$ cat config.mk
export PLATFORM = sky130hd
export DESIGN_NAME = sine_freq_meas
export DESIGN_NICKNAME = d
export VERILOG_FILES = /design/src/rtl/sine_meas_pkg.sv /design/src/rtl/sine_freq_meas_divider.sv /design/src/rtl/sine_freq_meas.sv
export SDC_FILE = /design/constraint.sdc
export NUM_CORES = 1
export LEC_CHECK = 0
export ABC_AREA = 1
export CAP_MARGIN = 10
export CORE_UTILIZATION = 50
export DETAILED_ROUTE_END_ITERATION = 16
export PLACE_DENSITY = 0.69
export SLEW_MARGIN = 30
export SYNTH_ARGS = -nofsm -noshare
export SYNTH_HDL_FRONTEND = slang
export SYNTH_HIERARCHICAL = 1
export SYNTH_SLANG_ARGS = --single-unit
$ cat constraint.sdc
create_clock -name clk -period 2.4 [get_ports clk]
set_input_delay 0.48 -clock clk [delete_from_list [all_inputs] [get_ports clk]]
set_output_delay 0.48 -clock clk [all_outputs]
set_load 0.01 [all_outputs]
$ cat src/rtl/sine_meas_pkg.sv
// Shared types and defaults for the sine frequency measurement block and its divider.
// The divider width covers num = 2^(PHASE_W+NCYC_LOG2), one bit wider than the exponent.
package sine_meas_pkg;

   typedef enum logic [1:0] {
      ST_IDLE,
      ST_COUNT,
      ST_DIV,
      ST_DONE
   } meas_state_t;

   localparam int DEF_PHASE_W   = 16;
   localparam int DEF_NCYC_LOG2 = 2;
   localparam int DEF_HYST      = 64;
   localparam int DEF_CNT_W     = 24;
   localparam int DEF_TMO_SMP   = 1048576;
   localparam int DEF_DATA_W    = 12;

   function automatic int div_width(input int phase_w, input int ncyc_log2);
      return phase_w + ncyc_log2 + 1;
   endfunction

endpackage

$ cat src/rtl/sine_freq_meas_divider.sv
// Unsigned restoring divider, one quotient bit per clock, start/busy/done handshake.
// quot is valid while done is high and holds until the next start.
module seq_divider_u
   import sine_meas_pkg::*;
#(
   parameter int N_W = div_width(DEF_PHASE_W, DEF_NCYC_LOG2),
   parameter int D_W = DEF_CNT_W
) (
   input  logic           clk,
   input  logic           rst,
   input  logic           start,
   input  logic [N_W-1:0] num,
   input  logic [D_W-1:0] den,
   output logic           busy,
   output logic           done,
   output logic [N_W-1:0] quot
);

   localparam int C_W = $clog2(N_W + 1);

   logic [C_W-1:0] step_cnt;
   logic [D_W-1:0] den_r;
   logic [D_W-1:0] rem;
   logic [D_W:0]   rem_sh;
   logic [D_W:0]   diff;
   logic           ge;

   // quot doubles as the numerator shift register: dividend bits leave at the MSB
   always_comb begin
      rem_sh = {rem, quot[N_W-1]};
      diff   = rem_sh - {1'b0, den_r};
      ge     = (rem_sh >= {1'b0, den_r});
   end

   always_ff @(posedge clk or negedge rst) begin
      if (!rst) begin
         busy     <= 1'b0;
         done     <= 1'b0;
         step_cnt <= '0;
      end else begin
         done <= 1'b0;
         if (start && !busy) begin
            busy     <= 1'b1;
            step_cnt <= C_W'(N_W);
         end else if (busy) begin
            step_cnt <= step_cnt - 1'b1;
            if (step_cnt == C_W'(1)) begin
               busy <= 1'b0;
               done <= 1'b1;
            end
         end
      end
   end

   always_ff @(posedge clk) begin
      if (start && !busy) begin
         rem   <= '0;
         quot  <= num;
         den_r <= den;
      end else if (busy) begin
         rem  <= ge ? diff[D_W-1:0] : rem_sh[D_W-1:0];
         quot <= {quot[N_W-2:0], ge};
      end
   end

endmodule

$ cat src/rtl/sine_freq_meas.sv
// Estimates the sine_gen f_set word of a sampled sinusoid from the sample span of
// 2^NCYC_LOG2 periods, delimited by hysteretic rising zero crossings.
module sine_freq_meas
   import sine_meas_pkg::*;
#(
   parameter int PHASE_W   = DEF_PHASE_W,
   parameter int NCYC_LOG2 = DEF_NCYC_LOG2,
   parameter int HYST      = DEF_HYST,
   parameter int CNT_W     = DEF_CNT_W,
   parameter int TMO_SMP   = DEF_TMO_SMP,
   parameter int DATA_W    = DEF_DATA_W
) (
   input  logic                     clk,
   input  logic                     rst,
   input  logic                     pls,
   input  logic signed [DATA_W-1:0] din,
   output logic [PHASE_W-1:0]       f_est,
   output logic [CNT_W-1:0]         span,
   output logic                     meas_dn,
   output logic                     lock,
   output logic                     timeout
);

   localparam int DIV_W = div_width(PHASE_W, NCYC_LOG2);
   localparam int XC_W  = NCYC_LOG2 + 1;
   localparam logic [XC_W-1:0]          XC_LAST  = XC_W'((1 << NCYC_LOG2) - 1);
   localparam logic [CNT_W-1:0]         TMO_LAST = CNT_W'(TMO_SMP - 1);
   localparam logic signed [DATA_W-1:0] HYST_POS = DATA_W'(HYST);
   localparam logic signed [DATA_W-1:0] HYST_NEG = DATA_W'(-HYST);
   localparam logic [DIV_W-1:0]         DIV_NUM  = {1'b1, {(DIV_W-1){1'b0}}};

   meas_state_t       state;
   logic [CNT_W-1:0]  smp_cnt;
   logic [CNT_W-1:0]  smp_inc;
   logic [XC_W-1:0]   xcnt;
   logic [CNT_W-1:0]  den;
   logic              armed;
   logic              xing;
   logic              tmo_hit;
   logic              win_end;
   logic              div_start;
   logic              div_busy;
   logic              div_done;
   logic [DIV_W-1:0]  div_quot;

   function automatic logic [PHASE_W-1:0] sat_f(input logic [DIV_W-1:0] q);
      if (q[DIV_W-1:PHASE_W] != '0)
         return '1;
      return q[PHASE_W-1:0];
   endfunction

   always_comb begin
      xing    = pls && armed && (din >= HYST_POS);
      tmo_hit = pls && ((state == ST_IDLE) || (state == ST_COUNT)) && (smp_cnt == TMO_LAST);
      smp_inc = (smp_cnt == '1) ? smp_cnt : smp_cnt + 1'b1;
      win_end = (state == ST_COUNT) && !tmo_hit && xing && (xcnt == XC_LAST) && !div_busy;
   end

   // the completing crossing sample is part of the span, hence smp_cnt+1
   always_ff @(posedge clk) begin
      if (win_end)
         den <= smp_inc;
   end

   always_ff @(posedge clk or negedge rst) begin
      if (!rst) begin
         state     <= ST_IDLE;
         smp_cnt   <= '0;
         xcnt      <= '0;
         armed     <= 1'b0;
         div_start <= 1'b0;
         f_est     <= '0;
         span      <= '0;
         meas_dn   <= 1'b0;
         lock      <= 1'b0;
         timeout   <= 1'b0;
      end else begin
         meas_dn   <= 1'b0;
         timeout   <= 1'b0;
         div_start <= 1'b0;
         if (pls) begin
            if (xing)
               armed <= 1'b0;
            else if (din <= HYST_NEG)
               armed <= 1'b1;
         end
         // timeout overrides a crossing on the same sample
         if (tmo_hit) begin
            timeout <= 1'b1;
            lock    <= 1'b0;
            smp_cnt <= '0;
            xcnt    <= '0;
            armed   <= 1'b0;
            state   <= ST_IDLE;
         end else begin
            case (state)
               ST_IDLE: begin
                  if (xing) begin
                     smp_cnt <= '0;
                     xcnt    <= '0;
                     state   <= ST_COUNT;
                  end else if (pls) begin
                     smp_cnt <= smp_inc;
                  end
               end
               ST_COUNT: begin
                  if (win_end) begin
                     smp_cnt   <= '0;
                     xcnt      <= '0;
                     div_start <= 1'b1;
                     state     <= ST_DIV;
                  end else if (pls) begin
                     smp_cnt <= smp_inc;
                     if (xing)
                        xcnt <= xcnt + 1'b1;
                  end
               end
               ST_DIV: begin
                  if (pls) begin
                     smp_cnt <= smp_inc;
                     if (xing && (xcnt != XC_LAST))
                        xcnt <= xcnt + 1'b1;
                  end
                  if (div_done) begin
                     f_est   <= sat_f(div_quot);
                     span    <= den;
                     meas_dn <= 1'b1;
                     lock    <= 1'b1;
                     state   <= ST_DONE;
                  end
               end
               ST_DONE: begin
                  if (pls) begin
                     smp_cnt <= smp_inc;
                     if (xing && (xcnt != XC_LAST))
                        xcnt <= xcnt + 1'b1;
                  end
                  state <= ST_COUNT;
               end
               default: state <= ST_IDLE;
            endcase
         end
      end
   end

   seq_divider_u #(
      .N_W (DIV_W),
      .D_W (CNT_W)
   ) u_div (
      .clk   (clk),
      .rst   (rst),
      .start (div_start),
      .num   (DIV_NUM),
      .den   (den),
      .busy  (div_busy),
      .done  (div_done),
      .quot  (div_quot)
   );

endmodule

==> results.yml, run 1 <==
timing:
  finalHoldViolCount: 0
  period_minus_slack_ps: 2194
  setup_viol: 0
  slew_headroom_pct: 46.49
  rsz0062_at_grt: "no"
  worst_pin_slew_ps: 801.7
  drv_slew: 0
  fin_skew_ps: 13.58
  max_freq_mhz: 455.8
  finalCritPeriodShare_pct: 91.42
  tns_ps: 0
critical_path:
  critPathKind: "flop to flop"
  cp_max_fo: 12
  required_ps: 2720
  start_kind: "flop"
  reg2reg_setup_slack_ps: 210
  r2r_start: "u_div/den_r[15]"
  r2r_end: "u_div/rem[15]"
  cp.arrival_ps: 2510
  end_kind: "flop"
  timing.critical_path.from: "u_div/den_r[15]"
  reg2reg_depth: 13
final_layout:
  synthToLayoutAreaGrowth_pct: 17.25
  antenna_cells: 0
  stdcell_count: 1673
  final_core_util_pct: 59.61
  nets: 1445
  drive_above_1_share_pct: 7.813
floorplan:
  coreArea_um2: 19400
  initial_utilization_pct: 50.84
  die_w_um: 142.4
  rows: 51
  die_y_um: 142.4
  io_pins: 58
  dieArea_um2: 20290
clock_tree:
  numCtsBuffers: 17
  insertion_delay_ps: 430
  cts_tree: "yes"
  cts-root-buf: "clkbuf_16"
  cts.htree.levels: 4
  cts_hold_buf: 0
  cts_sinks: 172
  clock_path_buffers: 2
  clkTransAtPathRegs_ps: 80
power_and_ir_drop:
  p_leak_uw: 0.005848
  vdd_drop_max_uv: 733.9
  pwr_density_cell_nw_per_um2: 858.5
  power_uw: 9927
placement:
  port_buffers: 57
  place.gp.congestion: 0.9595
  place_inst: 1639
  dp_hpwl_mm: 16.98
global_route:
  grt_pass1_vias: 7970
  grtUsageMet1_pct: 31.46
  globalRouteMet2Util_pct: 41.28
  grt_remaining_overflow: 0
  antenna_found_initial: 0
  gr-usage-met3_pct: 4.071
  busiest_layer: "met2"
  grt_pass1_wl_mm: 38.43
  grt_max_degree: 55
  grt.total_usage_pct: 24.26
job:
  cap_violations: 0
route:
  drc: 0
  routed_wirelength_mm: 23.23
  drtIter0Drc: 519
  vias: 8244
  postRouteAntennaNets: 0
  avgViaCountPerCell: 4.928
  drt_first_pass_iters: 5
  wl_per_cell_um: 13.89
min_path:
  hold_path_class: "input pin to asynchronous set/reset pin"
synthesis:
  ys_seq_area_share_pct: 45.83
  avgSynthCellArea_um2: 7.534
  syn_area_um2: 9862
  synth-seq-cells: 172
  yosysUniqueCellTypes: 45
  synth_warnings: 6
  syn_inst: 1309
run_status:
  status: "complete, no violations"
[through the flow]
stage          setup slack [ps]  instance area, um^2  hold slack [ps]
2_1_floorplan             328.1                 9926            184.4
3_3_place_gp              140.3                10920            435.1
3_5_place_dp              103.8                10920            435.8
4_1_cts                   152.8                11540            46.33
5_1_grt                   8.089                11560            64.72
6_report                  205.9                11560            35.37
[per-layer routing]
metal	wire, um	vias up
met3	818	34
li1	-	4240
met2	11360	166
met1	10600	3804
met4	448	0
met5	0	-
[flip-flops by register name (all words and copies together) (netlist names), 2 cells and up]
signal,count
u_div/den_r,24
smp_cnt,24
state,2
u_div/rem,24
den,24
span,24
u_div/step_cnt,5
u_div/quot,19
f_est,16
xcnt,3
[cell usage after synthesis (all sizes together)]
cell | instances | area share [%]
a21oi | 13 | 0.77
a22oi | 1 | 0.076
a31oi | 1 | 0.063
and2 | 2 | 0.13
buf | 21 | 1.3
clkbuf | 16 | 0.61
clkinv | 2 | 0.076
conb | 2 | 0.076
dfrtp | 81 | 21
dfxtp | 24 | 4.9
edfxtp | 67 | 20
fa | 1 | 0.20
ha | 34 | 4.3
inv | 194 | 7.4
nand2 | 508 | 20
nand3 | 83 | 4.8
nand3b | 8 | 0.65
nand4 | 42 | 2.8
nor2 | 122 | 5.7
nor3 | 12 | 0.71
nor3b | 1 | 0.076
nor4 | 1 | 0.063
o21a | 1 | 0.076
o21ai | 44 | 2.2
o311ai | 1 | 0.089
or2 | 1 | 0.063
or3 | 1 | 0.063
xnor2 | 15 | 1.3
xor2 | 10 | 0.89
[final cells by class]
cell class | instances | area (um^2)
Multi-Input combinational cell | 922 | 4508
Fill cell | 1806 | 7835
Inverter | 196 | 735.7
Timing Repair Buffer | 86 | 848.3
Clock inverter | 15 | 195.2
Tap cell | 265 | 331.6
Sequential cell | 172 | 4519
Clock buffer | 17 | 425.4
[power breakdown]
| group | total [uW] | leakage (uW) | internal (uW) | switching [uW] |
|---|---|---|---|---|
| sequential | 4060 | 0.00188 | 3640 | 427 |
| clock | 2850 | 0.000303 | 1510 | 1330 |
| combinational | 3020 | 0.00366 | 1180 | 1840 |
| total | 9930 | 0.00585 | 6330 | 3600 |
[how the worst max path moves through the flow]
stage,endpoint,slack [ps]
floorplan,den[0],330
global placement,smp_cnt[9],140
detailed placement,smp_cnt[9],100
CTS,u_div/quot[0],150
global route,u_div/rem[15],8
finish,u_div/rem[15],210
[critical path, cell delays in order, from the launching register on]
cell      delay [ps]
edfxtp_1         360
inv_1            130
ha_1             300
nand2_1          140
inv_2             50
nand2_1           60
nand2_1           70
clkinv_1          50
nand2_1           90
a21oi_4          250
buf_4            270
nand4_1          100
nand3_1          150
nand2_1           60
[cells in the final DEF (no fill, tap or decap), types with 6 or more instances in the layout]
cell and instances:
ha_1 34, nor2_1 104, nand3_1 78, inv_1 185, xor2_1 10, a21oi_1 12
o21ai_0 43, conb_1 19, nand2_1 500, xnor2_1 15, buf_4 25, nand4_1 41
inv_2 9, nand2_2 6, dfrtp_1 81, nand3b_1 7, nor2_4 13, edfxtp_1 67
nor3_1 10, dfxtp_1 24, clkbuf_16 17, clkdlybuf4s50_1 56
[what timing repair did]
item / CTS / global route
gates resized for setup: 0 / 3
buffers inserted: 0 / 1
setup endpoints to repair: 0 / 4
[kinds of logic (layout without fill, tap and decap cells)]
family	Yosys count	count (layout)	share of synthesized area, %
xor gates and xnor gates	25	25	2.220
other	2	19	0.07615
AOI/OAI and AO/OA	61	61	3.312
DFF	172	172	45.83
buffers and inverters	233	314	9.414
adders and majority gates	35	35	4.517
and+or+nand+nor	781	782	34.64
Power figures use the tool's default switching activity.
==> inputs of run 2 (changes only) <==
CORE_MARGIN = 1.5   (was default)
SYNTH_HIERARCHICAL = default   (was 1)
==> run 2 against run 1 <==
Clock skew fell by 4.4 ps. Count of clock-buffer cells in the layout did not move. Synthesized area down 4.1%. Critical endpoint is now u_div.rem[0]. Synthesized cell count shrank 8.8%. Via count down 6.2%. Critical path depth shrank 1. Critical path type unchanged. Non-clock buffer count up 1.
==> results.yml, run 2 <==
timing:
  drv_slew: 0
  rsz0062_at_grt: "no"
  finalHoldViolCount: 0
  whs_ps: 447.7
  slew_headroom_pct: 58.59
  finalCritPeriodShare_pct: 91.61
  max_freq_mhz: 454.8
  setup_viol: 0
  fin_skew_ps: 9.150
  final.setup.worst_slack_ps: 201.3
  worst_pin_slew_ps: 619.4
  period_minus_slack_ps: 2199
  tns_ps: 0
min_path:
  worstHoldEndpoint: "u_div.den_r[12]"
  holdPathStages: 0
  hold_start: "den[12]"
  hold_path_class: "flop to flop"
route:
  wl_per_cell_um: 14.19
  postRouteAntennaNets: 0
  avgViaCountPerCell: 5.109
  vias: 7730
  drt_first_pass_iters: 7
  routed_wirelength_mm: 21.46
  drc: 0
  drtIter0Drc: 600
synthesis:
  synth-seq-cells: 172
  ys_seq_area_share_pct: 45.78
  syn_inst: 1194
  yosysUniqueCellTypes: 43
  synth-async-reset-ratio_pct: 47.09
  synth_top_area_share_pct: 21.43
  syn_area_um2: 9457
  synth_area_leader_cell: "dfrtp_1"
  synth_flop_cell: "dfrtp_1"
  synth.area.top_cells: "dfrtp_1, edfxtp_1, nand2_1"
  synthMostInstantiatedCell: "nand2_1"
  synth_warnings: 0
  synth_common_cells: "nand2_1, inv_1, nor2_1"
  avgSynthCellArea_um2: 7.920
  synth-edff-count: 48
  syn_nets: 1244
power_and_ir_drop:
  pwr_density_cell_nw_per_um2: 1012
  vdd_drop_max_uv: 656.6
  p_leak_uw: 0.005587
global_route:
  grt_pass1_wl_mm: 36.45
  grt_max_degree: 55
  grt_remaining_overflow: 0
  antenna_found_initial: 0
  grt.total_usage_pct: 23.23
  grt_pass1_vias: 7543
clock_tree:
  clkTransAtPathRegs_ps: 80
  cts_sinks: 172
  cts_tree: "yes"
  insertion_delay_ps: 430
  numCtsBuffers: 17
  cts.htree.levels: 4
  cts-root-buf: "clkbuf_16"
  clock_path_buffers: 2
  postCtsSetupBuffers: 0
critical_path:
  crit_family: "simple AND/OR/NAND/NOR gates"
  start_kind: "flop"
  crit_path_max_incr_delay_ps: 390
  cp_max_fo: 10
  crit_path_top_delay_cell: "ha_1"
  r2r_end: "u_div.rem[0]"
  cp.arrival_ps: 2490
  reg2reg_depth: 12
  cp_num_buf_inv: 2
  end_kind: "flop"
  required_ps: 2690
  reg2reg_setup_slack_ps: 200
  r2r_start: "u_div.den_r[18]"
  cpMostUsedCell: "nand2_1"
  path_cells: "inv_1, ha_1, nand2_1, nor2_1, nand4_1, nor2_1, nand2_1, nand3_4, buf_4, nand2_1, nand3_1, o21ai_0"
  critPathKind: "flop to flop"
placement:
  port_buffers: 57
  post-place-ws_ps: 53.48
  dp_hpwl_mm: 16.10
  place.gp.congestion: 0.9054
final_layout:
  final_core_util_pct: 59.66
  drive_above_1_share_pct: 10.01
  final_common_cell: "nand2_1"
  final_cell_mix: "nand2_1, inv_1, nor2_1, nand3_1, dfrtp_1"
  synthToLayoutAreaGrowth_pct: 17.62
  antenna_cells: 0
  nets: 1316
floorplan:
  initial_utilization_pct: 50.72
  dieArea_um2: 19750
  io_pins: 58
  rows: 50
  die_w_um: 140.5
  coreArea_um2: 18640
  die_y_um: 140.5
run_status:
  status: "complete, no violations"
job:
  cap_violations: 0
-- run 2: power breakdown --
part	total (uW)	internal [uW]	switching [uW]	leakage, uW
Combinational	4220	1640	2580	0.00341
Sequential	4180	3690	498	0.00188
Clock	2850	1510	1340	0.000301
Total	11300	6840	4420	0.00559
-- run 2: routing by layer --
metal	GRT usage (%)	vias up	part of all wire [%]
met4	7.950	0	1.9
met5	0	-	0
met2	39.11	159	49
li1	-	3951	-
met1	30.47	3592	46
met3	3.932	28	3.4
-- run 2: worst max-delay path by stage --
| stage | depth (start not counted) | end | startpoint | slack [ps] |
|---|---|---|---|---|
| floorplan | 7 | den[0] | state[1] | 350 |
| global placement | 13 | smp_cnt[8] | pls | 110 |
| detailed placement | 13 | smp_cnt[8] | pls | 50 |
| CTS | 12 | u_div.rem[12] | u_div.den_r[0] | 150 |
| global route | 13 | u_div.rem[3] | u_div.den_r[8] | 3 |
| finish | 12 | u_div.rem[0] | u_div.den_r[18] | 200 |
-- run 2: cells by family after synthesis --
group	count (synthesis)	share of synthesized area (%)
adder cells (fa/ha/maj)	35	4.710
XOR/XNOR	30	2.778
buffers and inverters	230	9.460
AO/OA/AOI/OAI	94	5.491
multiplexers	24	2.858
flip-flops	172	45.78
AND/OR/NAND/NOR	609	28.92
-- run 2: metrics by stage --
stage                     total power [uW]  cell area, um^2  std cells
final                                11250            11120       1513
after global routing                 12110            11120       1513
after CTS                            11270            11070       1513
after detailed placement              8393            10440       1480
after global placement                8297            10440       1480
after floorplan                       7221             9457       1194
-- run 2: area by class of cell --
class | count | area (um^2)
clock inverters | 15 | 195.2
inverters | 196 | 735.7
repair buffers | 87 | 869.6
flip-flops and latches | 172 | 4329
well taps | 234 | 292.8
multi-input cells | 792 | 4275
fillers | 1660 | 7520
clock buffers | 17 | 425.4
-- run 2: what timing repair did --
item / in CTS / in global routing
gates resized for setup: 0 / 13
endpoints found under the hold margin: 6 / 0
hold buffers: 1 / 0
setup endpoints to repair: 0 / 15
==> inputs of run 3 (changes only) <==
ABC_AREA = default   (was 1)
==> run 3 against run 2 <==
The flow now finishes with violations (setup timing). Total power shrank 10%. Final cell count down 18%. Setup slack got worse by 420 ps. Routed wire length decreased by 11%. Global-route usage decreased by 1.6 points. Utilization grew 8.0 points. Fmax fell by 16%. Via count decreased by 14%. Largest cell class unchanged. Largest power group is now registers.
==> results.yml, run 3 <==
run_status:
  status: "complete, but fails checks"
  violations: "setup timing"
final_layout:
  antenna_cells: 0
  nets: 1059
  fillers: 1287
  drive_above_1_share_pct: 23.09
  multi_input_area_um2: 4318
  stdcell_count: 1242
  final_cell_mix: "nand2_1, buf_4, dfrtp_1"
  final_common_cell: "nand2_1"
  regArea_um2: 4332
  stdcell_area_um2: 11260
  synthToLayoutAreaGrowth_pct: 31.77
clock_tree:
  cts_tree: "yes"
  cts_sinks: 172
  clkTransAtPathRegs_ps: 70
  clock_path_buffers: 2
  numCtsBuffers: 17
  cts-root-buf: "clkbuf_16"
  insertion_delay_ps: 440
  cts.htree.levels: 4
route:
  drt_first_pass_iters: 5
  postRouteAntennaNets: 0
  avgViaCountPerCell: 5.341
  vias: 6633
  routed_wirelength_mm: 19.09
  wl_per_cell_um: 15.37
  drc: 0
  drtIter0Drc: 418
synthesis:
  ys_seq_area_share_pct: 50.68
  yosysUniqueCellTypes: 75
  avgSynthCellArea_um2: 9.841
  synth-seq-cells: 172
  syn_area_um2: 8542
  synth_common_cells: "nand2_1, dfrtp_1, nor2_1"
  synth_top_area_share_pct: 23.73
  synth_flop_cell: "dfrtp_1"
  synth_warnings: 0
  synthMostInstantiatedCell: "nand2_1"
  synth_area_leader_cell: "dfrtp_1"
  synth-edff-count: 48
  syn_inst: 868
  synth.area.top_cells: "dfrtp_1, edfxtp_1, dfxtp_1"
  synth-async-reset-ratio_pct: 47.09
  syn_nets: 918
critical_path:
  end_kind: "flop"
  cp_max_fo: 11
  required_ps: 2780
  start_kind: "flop"
  crit_path_max_incr_delay_ps: 490
  cp_num_buf_inv: 2
  crit_family: "simple AND/OR/NAND/NOR gates"
  path_cells: "inv_1, ha_4, nand4_1, or4_4, or4_4, nand3b_1, o32a_4, buf_12, mux2i_1, a21o_1"
  cp.arrival_ps: 3000
  crit_path_top_delay_cell: "or4_4"
  critPathKind: "flop to flop"
  cpMostUsedCell: "or4_4"
floorplan:
  dieArea_um2: 17880
  rows: 47
  die_w_um: 133.7
  io_pins: 58
  coreArea_um2: 16640
  initial_utilization_pct: 51.33
  die_y_um: 133.7
global_route:
  grt_max_degree: 57
  antenna_found_initial: 0
  grt_pass1_wl_mm: 30.73
  grt_pass1_vias: 6363
  grt.total_usage_pct: 21.62
  grt_remaining_overflow: 0
timing:
  tns_ps: -3664
  slew_headroom_pct: 54.98
  fin_skew_ps: 11.33
  finalCritPeriodShare_pct: 109.1
  setup_viol: 24
  max_freq_mhz: 382.0
  worst_pin_slew_ps: 673.9
  final.setup.worst_slack_ps: -217.7
  finalHoldViolCount: 0
  drv_slew: 0
  rsz0062_at_grt: "yes"
  period_minus_slack_ps: 2618
placement:
  dp_hpwl_mm: 12.67
  place.gp.congestion: 0.8142
  port_buffers: 57
  place_inst: 1192
  place_area_um2: 10090
min_path:
  hold_path_class: "flop to flop"
power_and_ir_drop:
  power_uw: 10090
  vdd_drop_max_uv: 607.0
  pwr_density_cell_nw_per_um2: 896.1
  p_leak_uw: 0.004833
job:
  cap_violations: 0
run 3: changes by cell type in the layout (fill, tap and decap cells not counted), sizes merged, moves of 10 or more:
cell / change
o21ai: -13
o22ai: -15
nand4: -22
nand2b: +28
nor2: -71
nand2: -174
xor2: +19
buf: +82
inv: -154
xnor2: +15
o22a: +16
mux2: -24
or3b: +10
nand3: -69
run 3: report_power, final:
group	internal, uW	switching [uW]
Sequential	3360	312
Clock	1570	1230
Combinational	1880	1730
Total	6810	3280
run 3: per-stage QoR:
| step | utilization, % | hold WS, ps | worst slack [ps] |
|---|---|---|---|
| 2_1_floorplan | - | 184.4 | -130.3 |
| 3_3_place_gp | 60.59 | 388.0 | -306.9 |
| 3_5_place_dp | 60.62 | 388.5 | -336.1 |
| 4_1_cts | 65.99 | 448.9 | -203.5 |
| 5_1_grt | 67.63 | 466.9 | -274.3 |
| 6_report | 67.63 | 450.0 | -217.7 |
run 3: logic make-up after synthesis:
kind of cell | after synthesis | share of synthesized area, %
flops | 172 | 50.68
compound gates | 149 | 12.22
xor+xnor | 64 | 6.562
simple gates | 351 | 20.07
fa+ha+maj | 35 | 5.215
buf+inv | 90 | 4.438
mux | 7 | 0.8203
run 3: worst reg2reg max path: stages (launching register included):
cell and delay, ps:
edfxtp_1 350, inv_1 70, ha_4 280, nand4_1 100
or4_4 490, or4_4 430, nand3b_1 110, o32a_4 220
buf_12 150, mux2i_1 240, a21o_1 140
run 3: worst paths after layout:
check	slack (ps)	start	endpoint	depth (start not counted)
max	-220	u_div.den_r[4]	u_div.rem[1]	10
min	450	den[15]	u_div.den_r[15]	0
max reg2reg	-220	u_div.den_r[4]	u_div.rem[1]	10
min reg2reg	450	den[15]	u_div.den_r[15]	0
max in group asynchronous	1380	rst	f_est[12]	3
min in group asynchronous	470	rst	state[1]	2
run 3: routing by layer:
layer	part of all wire [%]	routed length, um	GRT usage (%)	vias to the layer above
li1	-	-	-	3310
met1	47	8925	28.85	3184
met2	49	9296	35.91	118
met3	3.2	619	4.186	21
met4	1.3	251	6.341	0
met5	0	0	0	-
run 3: repair_timing:
action | in CTS | in global routing
buffers inserted | 8 | 6
endpoints found under the setup margin | 24 | 29
pin swaps | 12 | 13
hold buffers | 1 | 0
endpoints found under the hold margin | 19 | 0
gates cloned | 2 | 1
gates resized for setup | 28 | 43
run 3: final cells by class:
type / instances / area share (%)
Sequential cell: 172 / 38.48
Multi-Input combinational cell: 606 / 38.36
Timing Repair Buffer: 170 / 13.88
Clock buffer: 17 / 3.779
Tap cell: 220 / 2.446
Clock inverter: 15 / 1.601
Inverter: 42 / 1.445
